## src/rtl/imem_loader.sv

```systemverilog
// Boot-time instruction memory loader: turns a length-prefixed big-endian byte
// stream into consecutive word writes starting at address 0, holding the core until done.
module imem_loader #(
  parameter int unsigned ADDR_W    = 8,
  parameter int unsigned MAX_WORDS = 256
) (
  input  logic              clock,
  input  logic              reset,
  input  logic              start,
  input  logic              byte_valid,
  input  logic [7:0]        byte_data,
  output logic              byte_ready,
  output logic              mem_we,
  output logic [ADDR_W-1:0] mem_addr,
  output logic [31:0]       mem_wdata,
  output logic              core_hold,
  output logic              done,
  output logic              error,
  output logic [ADDR_W:0]   word_count
);

  localparam int unsigned CNT_W = ADDR_W + 1;
  localparam int unsigned CMP_W = (CNT_W > 16) ? CNT_W : 16;

  typedef enum logic [2:0] {
    S_IDLE,
    S_LEN_HI,
    S_LEN_LO,
    S_DATA,
    S_WRITE,
    S_DONE,
    S_ERR
  } state_t;

  state_t             state_q, state_d;
  logic [15:0]        len_q, len_d;
  logic [1:0]         byte_cnt_q, byte_cnt_d;
  logic [31:0]        word_q, word_d;
  logic [CNT_W-1:0]   word_count_q, word_count_d;
  logic [ADDR_W-1:0]  mem_addr_q, mem_addr_d;
  logic [31:0]        mem_wdata_q, mem_wdata_d;
  logic               byte_ready_q, byte_ready_d;
  logic               mem_we_q, mem_we_d;
  logic               core_hold_q, core_hold_d;
  logic               done_q, done_d;
  logic               error_q, error_d;
  logic               xfer_c;

  // byte_ready_q reflects the current state, so this is the handshake for this cycle
  assign xfer_c = byte_valid & byte_ready_q;

  always_comb begin
    state_d      = state_q;
    len_d        = len_q;
    byte_cnt_d   = byte_cnt_q;
    word_d       = word_q;
    word_count_d = word_count_q;
    mem_addr_d   = mem_addr_q;
    mem_wdata_d  = mem_wdata_q;

    case (state_q)
      S_IDLE: begin
        if (start) begin
          state_d      = S_LEN_HI;
          word_count_d = '0;
          byte_cnt_d   = '0;
          len_d        = '0;
        end
      end
      S_LEN_HI: begin
        if (xfer_c) begin
          len_d   = {byte_data, 8'h00};
          state_d = S_LEN_LO;
        end
      end
      S_LEN_LO: begin
        if (xfer_c) begin
          len_d      = {len_q[15:8], byte_data};
          byte_cnt_d = '0;
          if (len_d == 16'd0) begin
            state_d = S_DONE;
          end else if (32'(len_d) > 32'(MAX_WORDS)) begin
            state_d = S_ERR;
          end else begin
            state_d = S_DATA;
          end
        end
      end
      S_DATA: begin
        if (xfer_c) begin
          word_d     = {word_q[23:0], byte_data};
          byte_cnt_d = byte_cnt_q + 2'd1;
          if (byte_cnt_q == 2'd3) begin
            mem_wdata_d = word_d;
            mem_addr_d  = word_count_q[ADDR_W-1:0];
            state_d     = S_WRITE;
          end
        end
      end
      S_WRITE: begin
        word_count_d = word_count_q + CNT_W'(1);
        if (CMP_W'(word_count_d) == CMP_W'(len_q)) begin
          state_d = S_DONE;
        end else begin
          state_d = S_DATA;
        end
      end
      S_DONE, S_ERR: begin
        if (start) begin
          state_d      = S_LEN_HI;
          word_count_d = '0;
          byte_cnt_d   = '0;
          len_d        = '0;
        end
      end
      default: state_d = S_IDLE;
    endcase

    // Moore outputs registered from the next state so they line up with the state
    byte_ready_d = (state_d == S_LEN_HI) || (state_d == S_LEN_LO) || (state_d == S_DATA);
    mem_we_d     = (state_d == S_WRITE);
    core_hold_d  = (state_d != S_DONE);
    done_d       = (state_d == S_DONE);
    error_d      = (state_d == S_ERR);
  end

  always_ff @(posedge clock) begin
    if (reset) begin
      state_q      <= S_IDLE;
      len_q        <= '0;
      byte_cnt_q   <= '0;
      word_q       <= '0;
      word_count_q <= '0;
      mem_addr_q   <= '0;
      mem_wdata_q  <= '0;
      byte_ready_q <= 1'b0;
      mem_we_q     <= 1'b0;
      core_hold_q  <= 1'b1;
      done_q       <= 1'b0;
      error_q      <= 1'b0;
    end else begin
      state_q      <= state_d;
      len_q        <= len_d;
      byte_cnt_q   <= byte_cnt_d;
      word_q       <= word_d;
      word_count_q <= word_count_d;
      mem_addr_q   <= mem_addr_d;
      mem_wdata_q  <= mem_wdata_d;
      byte_ready_q <= byte_ready_d;
      mem_we_q     <= mem_we_d;
      core_hold_q  <= core_hold_d;
      done_q       <= done_d;
      error_q      <= error_d;
    end
  end

  assign byte_ready = byte_ready_q;
  assign mem_we     = mem_we_q;
  assign mem_addr   = mem_addr_q;
  assign mem_wdata  = mem_wdata_q;
  assign core_hold  = core_hold_q;
  assign done       = done_q;
  assign error      = error_q;
  assign word_count = word_count_q;

endmodule

```

## config.mk

```make
export PLATFORM = sky130hd
export DESIGN_NAME = imem_loader
export DESIGN_NICKNAME = d
export VERILOG_FILES = /design/src/rtl/imem_loader.sv
export SDC_FILE = /design/constraint.sdc
export NUM_CORES = 1
export LEC_CHECK = 0
export CAP_MARGIN = 25
export CORE_MARGIN = 2
export CORE_UTILIZATION = 55
export DETAILED_ROUTE_END_ITERATION = 6
export PLACE_DENSITY = 0.82
export SYNTH_ARGS = -nofsm -noshare
export SYNTH_HDL_FRONTEND = slang
export SYNTH_SLANG_ARGS = --single-unit
export TNS_END_PERCENT = 5
```

## constraint.sdc

```tcl
create_clock -name clock -period 5.1 [get_ports clock]
set_input_delay 1.275 -clock clock [delete_from_list [all_inputs] [get_ports clock]]
set_output_delay 1.275 -clock clock [all_outputs]
set_load 0.005 [all_outputs]
```

==> results of run 1 <==
==> critical path: cells and delay by family <==
kind | cells | cell delay [ns]
buffers and inverters | 1 | 0.48
multiplexers | 1 | 0.32
AND/OR/NAND/NOR | 2 | 0.48
AO/OA/AOI/OAI | 3 | 1.05
==> through the flow <==
stage / hold WS (ns) / util [%] / setup slack [ns]
2_1_floorplan: 0.431 / - / 2.29
3_3_place_gp: 0.441 / 65.7 / 1.55
3_5_place_dp: 0.445 / 65.7 / 1.40
4_1_cts: 0.458 / 68.4 / 1.78
5_1_grt: 0.481 / 68.4 / 1.58
6_report: 0.458 / 68.4 / 1.72
==> layout make-up <==
class / instances / share of cell area (%)
well taps: 99 / 2.50
repair buffers: 69 / 13.6
flip-flops and latches: 99 / 39.9
inverters: 5 / 0.378
clock buffers: 9 / 2.50
clock inverters: 7 / 1.41
multi-input cells: 390 / 39.6
==> routing by layer <==
metal / global-route usage (%) / vias to the layer above / share of wire [%]
li1: - / 1894 / -
met1: 30.1 / 1761 / 44
met2: 37.2 / 135 / 48
met3: 4.67 / 21 / 5.7
met4: 10.8 / 0 / 2.1
met5: 0 / - / 0
==> kinds of logic after synthesis <==
kind of cell	Yosys count
adder cells (fa/ha/maj)	2
multiplexers	1
buffers and inverters	41
AND/OR/NAND/NOR	246
flip-flops	99
XOR/XNOR	9
AO/OA/AOI/OAI	132
==> cell usage in the layout (no fill, tap or decap), types with 2 or more instances in the layout <==
cell / instances
dfxtp_1: 99
or3_1: 4
and2_1: 5
or4_1: 3
nand2_1: 159
inv_1: 5
inv_8: 2
nand2b_1: 2
a31oi_1: 2
o22ai_1: 2
clkbuf_8: 9
buf_4: 4
clkinv_4: 2
nor4_1: 3
a22oi_1: 2
nor2_1: 22
nor2b_1: 5
and3_1: 4
or3b_2: 8
xnor2_1: 4
ha_1: 2
nor3_1: 3
xor2_1: 5
nand3_1: 15
nand4_1: 2
a21oi_1: 98
o21ai_0: 13
clkdlybuf4s50_1: 64
==> final timing paths <==
check | to | slack, ns | depth (start not counted)
worst max-delay path | len_q[10]$_SDFFE_PP0P_ | 1.72 | 7
worst min-delay path | len_q[11]$_SDFFE_PP0P_ | 0.46 | 2
worst max register to register | word_q[1]$_SDFFE_PP0P_ | 2.48 | 5
worst min register to register | len_q[11]$_SDFFE_PP0P_ | 0.46 | 2
==> power groups by stage <==
stage | registers (W) | clock network, W | logic (W)
2_1_floorplan | 0.000805 | 0 | 0.0000863
3_3_place_gp | 0.000812 | 0 | 0.000112
3_5_place_dp | 0.000813 | 0 | 0.000116
4_1_cts | 0.000795 | 0.000495 | 0.000117
5_1_grt | 0.000796 | 0.000526 | 0.000129
6_report | 0.000795 | 0.000484 | 0.000119
==> registers in the layout, summed over array words and instances, names as in the netlist <==
name,count
byte_ready,1
mem_addr,8
len_q,16
byte_cnt_q,2
word_q,24
core_hold,1
error,1
done,1
mem_wdata,32
mem_we,1
word_count,9
state_q,3
==> summary.txt, run 1 <==
outcome - complete, no violations
Max Clock Freq - 296 MHz
path type of the worst setup path - in2reg
post-DP HPWL - 6470 µm
max-cap violation count - 0
post-synth top area share - 48.3%
clock root cell - clkbuf_8
Multi-input gate area - 1970 µm²
Vias - 3,811
initial antenna violation count - 0
first-pass GRT wire length - 15,500 µm
Boundary Pins - 66
post-route ant nets - 0
CP Max Fanout - 16
EDFF count, synth - 0
clock sink count - 99
cell taking the most area after synthesis - dfxtp_1
placed cell area - 4770 µm²
switching share of power - 27.5%
gr ovfl total - 0
hold_sp - len_q[11]$_SDFFE_PP0P_
Initial DRT Pass Iterations - 7
crit path DAT - 3.60 ns
CTS tree - yes
top-count cell post-synth - nand2_1
IO buf count - 65
final wirelength - 9670 µm
synthesized area - 4100 µm²
CP Launch Type - input port
DR iter-0 viols - 281
largest net degree at the start of global routing - 54
worst path cell trace - clkdlybuf4s50_1 -> nand2_1 -> o21ai_0 -> mux2_2 -> a32oi_1 -> or3b_2 -> a21oi_1
Post-Synth XOR/XNOR Area - 1.92%
Worst Setup End Kind - register
PwrDens - 282 nW/µm²
Initial Util - 56.6%
Crit path required time - 5.32 ns
Clk pin slew, worst setup/hold paths - 0.10 ns
Leak Pwr - 1.61 nW
post-cts sizing count - 0
Internal - 0.00101 W
Post-synth ARST share - 0%
filler instances - 635
Layout Skew - 0.00831 ns
prevailing post-synth register cell - dfxtp_1
RSZ-0062 raised after global routing - no
Synth Area in Adders - 0.610%
post-synthesis compound-gate area fraction - 17.6%
die footprint - 8170 µm²
Core ar. - 7250 µm²
VDD IR max - 0.158 mV
drt wl/cell - 14.3 µm
Area contributors post-synth - dfxtp_1 48%, nand2_1 15%, a21oi_1 12%, clkbuf_1 2.7%, nor2_1 2.0%
Crit-path slowest cell - a32oi_1
Net Sw Power - 0.000385 W
CTS max path bufs - 2
RR Startpoint - state_q[2]$_SDFF_PP0_
fin cells - 678
share of power burned in registers - 56.9%
mux share of post-synthesis cell area - 0.274%
drt drc - 0
Die Y-Extent - 90.4 µm
CP max stage delay - 0.80 ns
Post-synth top cells - 159 x nand2_1, 99 x dfxtp_1, 98 x a21oi_1
Post-CTS Hold Fix Bufs - 0
n_diodes - 0
max-slew violations - 0
Slew @ Worst Pin - 1.06 ns
Ys Warns - 0
combinational power share - 8.5%
final hold vios - 0
flops & latches, synth - 99
post-route cell area - 4960 µm²
total CTS buffers - 9
Min-Delay Path Class - reg2reg
Final Setup Violations - 0
Cell Rows - 31
die width - 90.4 µm
Cells after Synth - 530
post-CTS setup repair buffer count - 0
Reg area - 1980 µm²
post-synthesis cell type count - 52
largest family of logic cells by synthesized area - simple AND/OR/NAND/NOR gates
Clk pwr share - 34.6%
DP Cell Count - 662
Via density - 5.62
fin crit period - 3.38 ns
Layout Area Growth over Synthesis - 20.9%
Syn Area/Cell - 7.74 µm²
setup TNS - 0 ns
vias in the first global route - 3,385
total power - 0.00140 W
clk_lat worst skew - 0.37 ns
Syn Nets - 544
Synth Area in Simple Gates - 27.4%
placer congestion estimate - 0.821
part of the cycle the worst path needs - 66.2%
GRT Resource Usage Total - 23.2%
ratio of cells with drive above 1 in the final layout - 5.87%
Final nets - 588
Worst setup startpoint - start
H-tree Lvls - 3
Rel. slew slack - 29.2%
sequential area share after synthesis - 48.3%
Power figures use the tool's default switching activity.
==> run 2: changes to the inputs <==
- CORE_UTILIZATION: 55 -> 48
- PLACE_DENSITY: 0.82 -> 0.76
- clock period: 5.1 -> 3.1 ns (I/O delays scaled with it)
==> run 2 against run 1 <==
  * Sequential share of layout area fell by 0.94 points
  * Cell area is 2.4% higher
  * Core utilization is 6.9 points lower
  * Non-clock buffer count grew 14
  * Total power up 68%
  * Clock skew increased by 0.0062 ns
  * Final cell count increased by 2.9%
  * Highest routed layer unchanged
==> summary.txt, run 2 (synthesis gave the netlist of run 1 again) <==
ratio of cells with drive above 1 in the final layout - 8.09% (+2.2 points)
n_diodes - 0 (unchanged)
post-cts sizing count - 0 (unchanged)
Min-Delay Path Class - reg2reg
clock root cell - clkbuf_8
most common cell after layout, fill and taps aside - nand2_1
DP Cell Count - 682 (+3.0%)
post-CTS setup repair buffer count - 0 (unchanged)
H-tree Lvls - 3 (unchanged)
fin cells - 698 (+2.9%)
final hold vios - 0 (unchanged)
Internal - 0.00169 W (+66%)
Die Y-Extent - 96.5 µm (+6.7%)
commonest non-fill, non-tap cells in the layout - 159 x nand2_1, 99 x dfxtp_1, 98 x a21oi_1, 64 x clkdlybuf4s50_1, 22 x nor2_1
Worst Hold End - mem_wdata[24]$_SDFFE_PP0P_
post-route cell area - 5080 µm² (+2.4%)
Post-CTS Hold Fix Bufs - 0 (unchanged)
placed cell area - 4880 µm² (+2.4%)
worst reg2reg endpoint - error$_SDFF_PP0_
Final nets - 602 (+2.4%)
outcome - complete, no violations
gr ovfl total - 0 (unchanged)
Via density - 5.50 (-2.2%)
reg-to-reg setup timing slack - 0.51 ns (-1.97 ns)
total power - 0.00235 W (+68%)
placer congestion estimate - 0.900 (+9.6%)
drt drc - 0 (unchanged)
final wirelength - 10000 µm (+3.3%)
crit path DAT - 2.97 ns (-0.63 ns)
switching share of power - 28.2% (+0.69 points)
largest net degree at the start of global routing - 54 (unchanged)
Max Clock Freq - 370 MHz
max reg flops - 32 (unchanged)
Crit path required time - 3.36 ns (-1.96 ns)
setup TNS - 0 ns (unchanged)
IO buf count - 65 (unchanged)
clk_lat worst skew - 0.37 ns (about the same)
CP Max Fanout - 3 (-13)
Layout Area Growth over Synthesis - 23.8%
Net Sw Power - 0.000664 W (+72%)
part of the cycle the worst path needs - 87.2%
drt wl/cell - 14.3 µm (+0.36%)
die width - 96.5 µm (+6.7%)
max-slew violations - 0 (unchanged)
die footprint - 9310 µm² (+14%)
post-DP HPWL - 6850 µm (+5.8%)
path depth of the worst reg2reg path - 7 (+2)
Final Setup Violations - 0 (unchanged)
first-pass GRT wire length - 15,900 µm (+2.7%)
max-cap violation count - 0 (unchanged)
path type of the worst setup path - in2reg
clock sink count - 99 (unchanged)
total CTS buffers - 9 (unchanged)
initial antenna violation count - 0 (unchanged)
Rel. slew slack - 57.8% (+29 points)
share of power burned in registers - 55.7% (-1.2 points)
RR Startpoint - word_count[1]$_SDFFE_PP0P_
Layout Skew - 0.0145 ns (+0.00617 ns)
Leak Pwr - 1.68 nW (+4.1%)
hold_sp - word_q[16]$_SDFFE_PP0P_
Core ar. - 8260 µm² (+14%)
RSZ-0062 raised after global routing - no
GRT Resource Usage Total - 22.0% (-1.2 points)
CTS max path bufs - 2 (unchanged)
combinational power share - 8.9% (+0.4 points)
vias in the first global route - 3,355 (-0.89%)
Clk pwr share - 35.4% (+0.8 points)
post-route ant nets - 0 (unchanged)
Clk pin slew, worst setup/hold paths - 0.12 ns (+0.02 ns)
Initial Util - 49.7% (-6.9 points)
fin crit period - 2.70 ns
Vias - 3,838 (+0.71%)
Initial DRT Pass Iterations - 4 (-3)
VDD IR max - 0.316 mV (+100%)
Worst Setup End Kind - register
CTS tree - yes
Slew @ Worst Pin - 0.632 ns (-0.429 ns)
CP Launch Type - input port
PwrDens - 463 nW/µm² (+64%)
Boundary Pins - 66 (unchanged)
hold path cells - 2 (unchanged)
DR iter-0 viols - 356 (+27%)
filler instances - 746 (+17%)
Cell Rows - 33 (+6.5%)
[run 2: worst max-delay path by stage]
stage | startpoint | endpoint | cells after the start | slack, ns
after global routing | word_count[1]$_SDFFE_PP0P_ | error$_SDFF_PP0_ | 7 | 0.29
final | byte_data[6] | done$_SDFF_PP0_ | 7 | 0.40
after CTS | byte_data[6] | done$_SDFF_PP0_ | 7 | 0.45
after detailed placement | byte_data[6] | done$_SDFF_PP0_ | 7 | 0.08
after floorplan | byte_data[4] | done$_SDFF_PP0_ | 6 | 0.79
after global placement | byte_data[6] | done$_SDFF_PP0_ | 7 | 0.14
[run 2: final cells by class]
class / count / area, µm² / area share (%)
well taps: 105 / 131 / 2.59
clock buffers: 9 / 124 / 2.44
flip-flops and latches: 99 / 1980 / 39.0
inverters: 5 / 18.8 / 0.369
clock inverters: 7 / 77.6 / 1.53
repair buffers: 83 / 781 / 15.4
multi-input cells: 390 / 1970 / 38.7
[run 2: worst max-delay path, stage by stage]
cell	delay [ns]
clkdlybuf4s50_1	0.47
or4_1	0.56
o21ai_0	0.28
a31oi_1	0.13
a311oi_1	0.36
o21ai_1	0.17
and3_1	0.21
[run 2: power groups by stage]
stage	clock (W)	sequential, W	combinational [W]
3_3_place_gp	0	0.00134	0.000198
5_1_grt	0.000886	0.00131	0.000227
2_1_floorplan	0	0.00132	0.000142
6_report	0.000832	0.00131	0.000210
3_5_place_dp	0	0.00134	0.000205
4_1_cts	0.000843	0.00131	0.000208
[run 2: per-layer routing]
metal | track usage [%] | wire, µm | vias to the layer above
li1 | - | - | 1920
met1 | 29.8 | 4500 | 1779
met2 | 35.8 | 4790 | 128
met3 | 3.65 | 603 | 11
met4 | 7.28 | 107 | 0
met5 | 0 | 0 | -
[run 2: metrics by stage]
stage,utilization [%],hold WS (ns),setup WS [ns]
6_report,61.5,0.460,0.397
5_1_grt,61.5,0.477,0.293
4_1_cts,61.5,0.459,0.451
3_5_place_dp,59.1,0.445,0.0780
3_3_place_gp,59.1,0.439,0.136
2_1_floorplan,-,0.431,0.787
==> run 3: changes to the inputs <==
- CORE_MARGIN: 2 -> 8
- REMOVE_ABC_BUFFERS: unset -> 1
==> run 3 against run 2 <==
  * Worst setup slack worse by 0.0059 ns
  * Via count is 2.6% lower
  * Total power is 2.9% higher
  * Cell area hardly changed
  * First-iteration DRC count decreased by 49%
  * Count of clock-buffer cells in the layout increased by 2
  * Final cell count down 0.57%
  * Die area grew 26%
  * Non-clock buffer count fell by 4
  * Sequential power hardly changed
  * Critical path type unchanged
  * Largest power group unchanged
  * Highest routed layer unchanged
==> summary.txt, run 3 (synthesis gave the netlist of run 1 again) <==
met1 WL - 4330 µm (-3.7%)
DP Worst Slack - 0.00716 ns (-0.0708 ns)
final wirelength - 9870 µm (-1.2%)
Initial DRT Pass Iterations - 4 (unchanged)
n_diodes - 0 (unchanged)
VDD IR max - 0.287 mV (-9.0%)
H-tree Lvls - 3 (unchanged)
post-DP HPWL - 6810 µm (-0.60%)
reg-to-reg setup timing slack - 0.66 ns (+0.15 ns)
placed cell area - 4860 µm² (-0.36%)
drt wl/cell - 14.2 µm (-0.67%)
worst path cell trace - clkdlybuf4s50_1 -> or4_1 -> o21ai_0 -> a31oi_1 -> a311oi_1 -> o21ai_1 -> and3_1
Worst Setup End Kind - register
IO buf count - 65 (unchanged)
fin crit period - 2.71 ns (+0.00588 ns)
filler instances - 752 (+0.80%)
first-pass GRT wire length - 16,600 µm (+4.3%)
DR iter-0 viols - 183 (-49%)
gr ovfl total - 0 (unchanged)
hold_sp - word_q[18]$_SDFFE_PP0P_
die width - 108 µm (+12%)
Via density - 5.38 (-2.1%)
GRT Resource Usage Total - 17.1% (-4.9 points)
Worst setup startpoint - byte_data[4]
Layout Area Growth over Synthesis - 23.8% (about the same)
CTS max path bufs - 2 (unchanged)
crit path DAT - 2.97 ns (about the same)
Bufs and invs on worst path - 1 (unchanged)
clk_lat worst skew - 0.37 ns (about the same)
post-CTS setup repair buffer count - 0 (unchanged)
hold path cells - 2 (unchanged)
Layout Skew - 0.00827 ns (-0.00621 ns)
CP Launch Type - input port
Final nets - 598 (-0.66%)
drt drc - 0 (unchanged)
Rel. slew slack - 57.8% (about the same)
DR WL met2 - 4810 µm (+0.54%)
outcome - complete, no violations
total power - 0.00242 W (+2.9%)
ratio of cells with drive above 1 in the final layout - 7.13% (-0.96 points)
post-route cell area - 5080 µm² (about the same)
path type of the worst setup path - in2reg
Slew @ Worst Pin - 0.633 ns (+0.000429 ns)
CP max stage delay - 0.63 ns (+0.07 ns)
Die Y-Extent - 108 µm (+12%)
die footprint - 11,800 µm² (+26%)
Leak Pwr - 1.67 nW (-0.39%)
Initial Util - 49.7% (unchanged)
largest net degree at the start of global routing - 78 (+44%)
Clk pin slew, worst setup/hold paths - 0.09 ns (-0.03 ns)
final setup margin - 0.391 ns (-0.00588 ns)
Core ar. - 8260 µm² (unchanged)
Crit-path slowest cell - or4_1
initial antenna violation count - 0 (unchanged)
placer congestion estimate - 0.846 (-5.9%)
total CTS buffers - 9 (unchanged)
Final Setup Violations - 0 (unchanged)
CP top delay family - compound AO/OA/AOI/OAI gates
post-cts sizing count - 0 (unchanged)
path depth of the worst reg2reg path - 7 (unchanged)
Min-Delay Path Class - reg2reg
commonest non-fill, non-tap cells in the layout - 159 x nand2_1, 99 x dfxtp_1, 98 x a21oi_1, 64 x clkdlybuf4s50_1, 22 x nor2_1
vias in the first global route - 3,609 (+7.6%)
Post-CTS Hold Fix Bufs - 0 (unchanged)
RR Startpoint - word_count[1]$_SDFFE_PP0P_
Worst Hold End - mem_wdata[26]$_SDFFE_PP0P_
clock sink count - 99 (unchanged)
CTS tree - yes
final hold vios - 0 (unchanged)
RSZ-0062 raised after global routing - no
uppermost routed layer - met4
most common cell after layout, fill and taps aside - nand2_1
clock root cell - clkbuf_8
setup TNS - 0 ns (unchanged)
worst reg2reg endpoint - error$_SDFF_PP0_
post-route ant nets - 0 (unchanged)
PwrDens - 476 nW/µm² (+2.9%)
CP Max Fanout - 5 (+2)
max-cap violation count - 0 (unchanged)
Cell Rows - 33 (unchanged)
Vias - 3,737 (-2.6%)
part of the cycle the worst path needs - 87.4% (+0.19 points)
Boundary Pins - 66 (unchanged)
max-slew violations - 0 (unchanged)
max reg flops - 32 (unchanged)
met3 wire length - 525 µm (-13%)
Crit path required time - 3.36 ns (about the same)
Max Clock Freq - 369 MHz (-0.22%)
## run 3: through the flow
| step | hold WS (ns) | util, % | instances |
|---|---|---|---|
| CTS | 0.456 | 61.5 | 694 |
| global route | 0.479 | 61.5 | 694 |
| detailed placement | 0.443 | 58.9 | 678 |
| floorplan | 0.425 | - | 494 |
| global placement | 0.439 | 58.9 | 678 |
| finish | 0.455 | 61.5 | 694 |
## run 3: cell type report
cell class,count,area [µm²],area share [%]
Sequential cell,99,1980,39.0
Multi-Input combinational cell,390,1970,38.7
Timing Repair Buffer,79,763,15.0
Clock buffer,11,131,2.59
Tap cell,105,131,2.59
Clock inverter,5,86.3,1.70
Inverter,5,18.8,0.369
## run 3: worst register-to-register path: stages, from the launching register on
cell       delay (ns)
dfxtp_1          0.47
ha_1             0.48
and3_1           0.27
o311ai_0         0.14
nor4_1           0.31
o2111ai_1        0.23
o21a_1           0.26
nor4b_2          0.20
## run 3: power breakdown
group	internal, W	total, W	switching [W]
Clock	0.000461	0.000905	0.000444
Combinational	0.0000779	0.000206	0.000128
Sequential	0.00129	0.00131	0.0000222
Total	0.00182	0.00242	0.000594
## run 3: worst max-delay path by stage
stage | cells after the start | endpoint | slack [ns]
CTS | 7 | byte_ready$_SDFF_PP0_ | 0.38
floorplan | 4 | word_q[0]$_SDFFE_PP0P_ | 0.20
finish | 7 | done$_SDFF_PP0_ | 0.39
detailed placement | 7 | done$_SDFF_PP0_ | 0.007
global route | 7 | byte_ready$_SDFF_PP0_ | 0.22
global placement | 7 | done$_SDFF_PP0_ | 0.04
## run 3: routing by layer
layer	global-route usage (%)	vias up
met5	0	-
met4	7.23	0
met3	3.93	15
met2	29.0	78
met1	20.4	1736
li1	-	1908
